`config.mk`:
```
export PLATFORM = sky130hd
export DESIGN_NAME = seg7_capture_flat
export DESIGN_NICKNAME = d
export VERILOG_FILES = /design/src/rtl/seg7_pkg.sv /design/src/rtl/seg7_capture_if.sv /design/src/rtl/seg7_digit_decode.sv /design/src/rtl/seg7_capture.sv /design/src/flat_wrapper.sv
export SDC_FILE = /design/constraint.sdc
export NUM_CORES = 1
export LEC_CHECK = 0
export CAP_MARGIN = 10
export CORE_ASPECT_RATIO = 2
export CORE_UTILIZATION = 25
export DETAILED_ROUTE_END_ITERATION = 10
export PLACE_DENSITY_LB_ADDON = 0.15
export SETUP_SLACK_MARGIN = 0.3
export SYNTH_ARGS = -nofsm -noshare
export SYNTH_HDL_FRONTEND = slang
export SYNTH_HIERARCHICAL = 1
export SYNTH_SLANG_ARGS = --single-unit
```
`constraint.sdc`:
```
create_clock -name clk -period 9.2 [get_ports clk]
set_clock_uncertainty 0.15 [all_clocks]
set_input_delay 1.38 -clock clk [delete_from_list [all_inputs] [get_ports clk]]
set_output_delay 1.38 -clock clk [all_outputs]
set_load 0.05 [all_outputs]
```
`src/rtl/seg7_pkg.sv`:
```
`default_nettype none
// ------------------------------------------------------------------
// seg7_pkg : segment patterns and capture state type | rev 1.0
// ------------------------------------------------------------------
package seg7_pkg;

  // Active-low patterns, bit0 = seg a .. bit6 = seg g
  localparam logic [6:0] SEG_0     = 7'h40;
  localparam logic [6:0] SEG_1     = 7'h79;
  localparam logic [6:0] SEG_2     = 7'h24;
  localparam logic [6:0] SEG_3     = 7'h30;
  localparam logic [6:0] SEG_4     = 7'h19;
  localparam logic [6:0] SEG_5     = 7'h12;
  localparam logic [6:0] SEG_6     = 7'h02;
  localparam logic [6:0] SEG_7     = 7'h78;
  localparam logic [6:0] SEG_8     = 7'h00;
  localparam logic [6:0] SEG_9     = 7'h10;
  localparam logic [6:0] SEG_MINUS = 7'h3F;
  localparam logic [6:0] SEG_BLANK = 7'h7F;

  typedef enum logic [0:0] {
    S_TRACK = 1'b0,
    S_HOLD  = 1'b1
  } cap_state_t;

endpackage
`default_nettype wire

```
`src/rtl/seg7_capture_if.sv`:
```
`default_nettype none
// ------------------------------------------------------------------
// seg7_capture_if : segment inputs and decoded outputs | rev 1.0
// ------------------------------------------------------------------
interface seg7_capture_if;
  logic [6:0] leds1;
  logic [6:0] leds2;
  logic [4:0] value;
  logic       valid;
  logic       update;
  logic       err;

  modport master (
    output leds1, leds2,
    input  value, valid, update, err
  );

  modport slave (
    input  leds1, leds2,
    output value, valid, update, err
  );
endinterface
`default_nettype wire

```
`src/rtl/seg7_digit_decode.sv`:
```
`default_nettype none
// ------------------------------------------------------------------
// seg7_digit_decode : active-low pattern -> digit + hit | rev 1.0
// ------------------------------------------------------------------
module seg7_digit_decode (
  input  logic [6:0] pattern,
  output logic [3:0] digit,
  output logic       hit
);
  import seg7_pkg::*;

  always_comb begin
    digit = 4'd0;
    hit   = 1'b1;
    case (pattern)
      SEG_0:   digit = 4'd0;
      SEG_1:   digit = 4'd1;
      SEG_2:   digit = 4'd2;
      SEG_3:   digit = 4'd3;
      SEG_4:   digit = 4'd4;
      SEG_5:   digit = 4'd5;
      SEG_6:   digit = 4'd6;
      SEG_7:   digit = 4'd7;
      SEG_8:   digit = 4'd8;
      SEG_9:   digit = 4'd9;
      default: hit   = 1'b0;
    endcase
  end
endmodule
`default_nettype wire

```
`src/rtl/seg7_capture.sv`:
```
`default_nettype none
// ------------------------------------------------------------------
// seg7_capture : debounced seven-segment pair -> signed value | rev 1.0
// ------------------------------------------------------------------
module seg7_capture #(
  parameter int STABLE_CYCLES = 4
) (
  input  logic           clk,
  input  logic           reset_n,
  seg7_capture_if.slave  bus
);
  import seg7_pkg::*;

  localparam int             CNT_W    = $clog2(STABLE_CYCLES + 1);
  localparam logic [CNT_W-1:0] CNT_LAST = CNT_W'(STABLE_CYCLES - 1);

  // Pair packing: [13:7] = sign digit, [6:0] = magnitude digit
  logic [13:0]      sync1_q, sync1_d;
  logic [13:0]      sync2_q, sync2_d;
  logic [13:0]      snap_q,  snap_d;
  logic [CNT_W-1:0] cnt_q,   cnt_d;
  cap_state_t       state_q, state_d;
  logic [4:0]       value_q, value_d;
  logic             valid_q, valid_d;
  logic             update_q, update_d;
  logic             err_q,   err_d;

  logic [3:0] mag_digit;
  logic       mag_hit;
  logic       is_neg;
  logic       sign_ok;
  logic       legal;
  logic [4:0] decoded;

  seg7_digit_decode u_mag_decode (
    .pattern (snap_q[6:0]),
    .digit   (mag_digit),
    .hit     (mag_hit)
  );

  always_comb begin
    is_neg  = (snap_q[13:7] == SEG_MINUS);
    sign_ok = is_neg || (snap_q[13:7] == SEG_0);
    // "-0" is rejected so every legal display has exactly one encoding
    legal   = sign_ok && mag_hit && !(is_neg && (mag_digit == 4'd0));
    decoded = is_neg ? (5'd0 - {1'b0, mag_digit}) : {1'b0, mag_digit};
  end

  always_comb begin
    sync1_d  = {bus.leds1, bus.leds2};
    sync2_d  = sync1_q;
    snap_d   = snap_q;
    cnt_d    = cnt_q;
    state_d  = state_q;
    value_d  = value_q;
    valid_d  = valid_q;
    err_d    = err_q;
    update_d = 1'b0;

    if (sync2_q != snap_q) begin
      snap_d  = sync2_q;
      cnt_d   = '0;
      state_d = S_TRACK;
    end else if (state_q == S_TRACK) begin
      if (cnt_q == CNT_LAST) begin
        state_d = S_HOLD;
        if (legal) begin
          err_d    = 1'b0;
          valid_d  = 1'b1;
          value_d  = decoded;
          update_d = (decoded != value_q) || !valid_q;
        end else begin
          err_d   = 1'b1;
          valid_d = 1'b0;
        end
      end else begin
        cnt_d = cnt_q + CNT_W'(1);
      end
    end
  end

  always_ff @(posedge clk or negedge reset_n) begin
    if (!reset_n) begin
      sync1_q  <= {SEG_BLANK, SEG_BLANK};
      sync2_q  <= {SEG_BLANK, SEG_BLANK};
      snap_q   <= {SEG_BLANK, SEG_BLANK};
      cnt_q    <= '0;
      state_q  <= S_TRACK;
      value_q  <= 5'd0;
      valid_q  <= 1'b0;
      update_q <= 1'b0;
      err_q    <= 1'b0;
    end else begin
      sync1_q  <= sync1_d;
      sync2_q  <= sync2_d;
      snap_q   <= snap_d;
      cnt_q    <= cnt_d;
      state_q  <= state_d;
      value_q  <= value_d;
      valid_q  <= valid_d;
      update_q <= update_d;
      err_q    <= err_d;
    end
  end

  assign bus.value  = value_q;
  assign bus.valid  = valid_q;
  assign bus.update = update_q;
  assign bus.err    = err_q;

endmodule
`default_nettype wire

```
`src/flat_wrapper.sv`:
```
// flat-port wrapper written by rule: the top's interface ports become plain ports
module seg7_capture_flat import seg7_pkg::*;
#(
  parameter int STABLE_CYCLES = 4
)
  (clk, reset_n, bus_leds1, bus_leds2, bus_value, bus_valid, bus_update, bus_err);
  seg7_capture_if bus_i ();
  input  logic clk;
  input  logic reset_n;
  input wire logic [$bits(bus_i.leds1)-1:0] bus_leds1;
  input wire logic [$bits(bus_i.leds2)-1:0] bus_leds2;
  output wire logic [$bits(bus_i.value)-1:0] bus_value;
  output wire logic [$bits(bus_i.valid)-1:0] bus_valid;
  output wire logic [$bits(bus_i.update)-1:0] bus_update;
  output wire logic [$bits(bus_i.err)-1:0] bus_err;
  assign bus_i.leds1 = bus_leds1;
  assign bus_i.leds2 = bus_leds2;
  assign bus_value = bus_i.value;
  assign bus_valid = bus_i.valid;
  assign bus_update = bus_i.update;
  assign bus_err = bus_i.err;
  seg7_capture #(.STABLE_CYCLES(STABLE_CYCLES)) u_core (.clk(clk), .reset_n(reset_n), .bus(bus_i));
endmodule
```
==> metrics <==
Worst IR Drop VDD between 0.00007 and 0.00008 V; first-pass GRT wire length between 6 and 7 mm; Hold Buf Count CTS 0; WL/cell 13.7 µm; Detailed Place HPWL 2.87 mm; number of port buffers 23; synth-to-layout area growth 19.3%; worst min-delay path class reg -> reg; Initial Util 25.9%; WL final roughly 3.9 mm; Comb pwr share between 4 and 5%; sequential-to-total area share from yosys stat 62.6%; min Tclk post-route roughly 3.4 ns; pins over their slew limit 0; Antenna Nets Post-Route 0; Ys Warns 6; internal power 0.000396 W; NetSw between 0.0001 and 0.00015 W; H-tree Lvls 2; RePlAce Congestion between 0.8 and 0.9; Flop pwr share between 50 and 60%; pin count of the biggest net entering global routing 55; overall power about 0.0005 W; critical path fanouts, max 12; final net count 205; DP Area 2510 µm²; cell taking the most area after synthesis dfstp_2; core area 8650 µm²; Setup Crit Path Kind reg -> reg; Worst-Margin Slew about 0.66 ns; CP Launch Type register; Post-synth EDFFs 0; Synth area leaders dfstp_2 49%, dfrtp_1 13%, xor2_1 5.5%, xnor2_1 3.5%, clkbuf_1 2.3%; Critical Path Sink Type register; P per Cell Area 187 nW/µm²; syn nets 192; First-pass DRT Iterations 4; drt first-iter violations 34; fraction of registers with async set/reset 100%; Top Ports 24; row cnt 48; antenna diode count 0; Max Root-Sink Buffers 2; CTS Sinks between 50 and 60; Total Routing Usage GR under 10%; drc violations 0; initial antenna violation count 0; vias per inst between 4 and 5; vias approximately 1300; setup_tns 0 ns; Die Y-Extent between 100 and 150 µm; Cell variety after synth 38; Final setup viols 0; Top FF cell, synth dfstp_2; Synth Cell Area around 2200 µm²; Static Leak ~1.1 nW; GRT overflow 0; Worst Path Arrival roughly 3.4 ns; RSZ-0062 raised after global routing no; Syn Area/Cell 13.0 µm²; clock share of power 42.5%; Worst Path Required 9.23 ns; Hold Fails Final Rpt 0; Clk Latency, worst-skew pair between 0.2 and 0.3 ns; Seq cells post-synth between 50 and 60; Post-Synthesis Cells 173; Synth top area share a little under 50%; Die Footprint around 9400 µm²; vias in the first global route roughly 1300; Max Cap Viol 0; Post-CTS Setup Repair Bufs 0; Die Width slightly below 70 µm; switching part of the total 20.9%; fmax around 300 MHz; relative slew slack between 50% and 60%; clock tree from TritonCTS yes; Worst-path clk slew roughly 0.070 ns; cell area after layout 2680 µm²; Final Cycle Share a little under two fifths; post-CTS sizing 0; share of cells above drive strength 1 34.2%; CTS root buf clkbuf_16; outcome complete, no violations; CTS Buf Count 5
[registers in the layout, summed over array words and instances, names as in the netlist]
| name | cells |
|---|---|
| u_core/bus.err | 1 |
| u_core/bus.update | 1 |
| u_core/bus.valid | 1 |
| u_core/bus.value | 5 |
| u_core/cnt_q | 3 |
| u_core/snap_q | 14 |
| u_core/state_q | 1 |
| u_core/sync1_q | 14 |
| u_core/sync2_q | 14 |
[cell families (layout without fill, tap and decap cells)]
group                      count (synthesis)  after routing  synth area share [%]
xor gates and xnor gates                  23             23                  8.98
buffers and inverters                     27             41                  5.52
DFF                                       54             54                  62.6
and+or+nand+nor                           45             45                  13.3
muxes                                      6              6                  3.13
AOI/OAI and AO/OA                         15             15                  4.74
adders and majority gates                  3              3                  1.67
[cell usage after synthesis, types with 4 or more instances]
library cell and n:
clkbuf_1 14, dfrtp_1 12, dfstp_2 42, inv_1 9, mux2i_1 4, nand3_1 6
nor2_1 10, nor3_1 7, o21ai_0 4, xnor2_1 9, xor2_1 14
[layer usage]
layer  vias up  GRT usage (%)  wire [µm]
li1        602              -          -
met1       633           8.40       1290
met2        30           18.4       2320
met3        10           2.52        115
met4         0           7.14        199
met5         -              0          0
[metrics by stage]
stage | utilization, % | worst slack (ns) | hold WS, ns | instances
2_1_floorplan | - | 6.12 | 0.195 | 173
3_3_place_gp | 29.0 | 5.95 | 0.196 | 279
3_5_place_dp | 29.0 | 5.81 | 0.197 | 279
4_1_cts | 30.9 | 5.80 | 0.207 | 287
5_1_grt | 30.9 | 5.63 | 0.209 | 287
6_report | 30.9 | 5.82 | 0.202 | 287
[power by group through the flow]
| stage | Combinational, W | Clock [W] | Sequential, W |
|---|---|---|---|
| after floorplan | 0.0000152 | 0 | 0.000264 |
| after global placement | 0.0000248 | 0 | 0.000266 |
| after detailed placement | 0.0000253 | 0 | 0.000267 |
| after CTS | 0.0000254 | 0.000223 | 0.000263 |
| after global routing | 0.0000275 | 0.000231 | 0.000264 |
| final | 0.0000245 | 0.000212 | 0.000263 |
[final timing paths]
check	from	endpoint	slack (ns)	cells past startpoint
max in group asynchronous	reset_n	u_core/sync1_q[6]	7.42	2
worst min register to register	u_core/sync1_q[4]	u_core/sync2_q[4]	0.20	0
worst max-delay path	u_core/snap_q[5]	u_core/bus.value[0]	5.82	9
worst max register to register	u_core/snap_q[5]	u_core/bus.value[0]	5.82	9
worst min-delay path	u_core/sync1_q[4]	u_core/sync2_q[4]	0.20	0
min in group asynchronous	reset_n	u_core/state_q	1.02	2
[layout by cell type (no fill, tap or decap), drive strengths merged, types with 2 or more instances in the layout]
| master | synthesis | routed |
|---|---|---|
| nand3 | 6 | 6 |
| ha | 3 | 3 |
| a21oi | 3 | 3 |
| mux2 | 2 | 2 |
| xnor2 | 9 | 9 |
| buf | 4 | 2 |
| mux2i | 4 | 4 |
| clkdlybuf4s50 | 0 | 22 |
| and3b | 2 | 2 |
| xor2 | 14 | 14 |
| nor2 | 10 | 10 |
| clkbuf | 14 | 6 |
| dfstp | 42 | 42 |
| o31ai | 2 | 2 |
| inv | 9 | 10 |
| dfrtp | 12 | 12 |
| nor4b | 3 | 3 |
| nand2 | 3 | 3 |
| nor3 | 7 | 7 |
| nor3b | 2 | 2 |
| nor4 | 4 | 4 |
| o21ai | 4 | 4 |
| a211oi | 2 | 2 |
[critical path, cell delays in order (launching register included)]
cell and delay (ns):
dfstp_2 0.64, and3b_1 0.19, a21oi_1 0.04, o31ai_1 0.35, inv_1 0.08, ha_1 0.21, a211oi_1 0.44, a21o_2 0.17
or4b_1 0.63, mux2_4 0.36
[cell type report]
type,instances,area [µm²]
timing repair buffer,24,233
fill,895,5970
inverter,9,33.8
tap,100,125
sequential,54,1400
clock buffer,6,129
clock inverter,2,36.3
multi-input combinational,92,714
(Power assumes the default switching activity.)
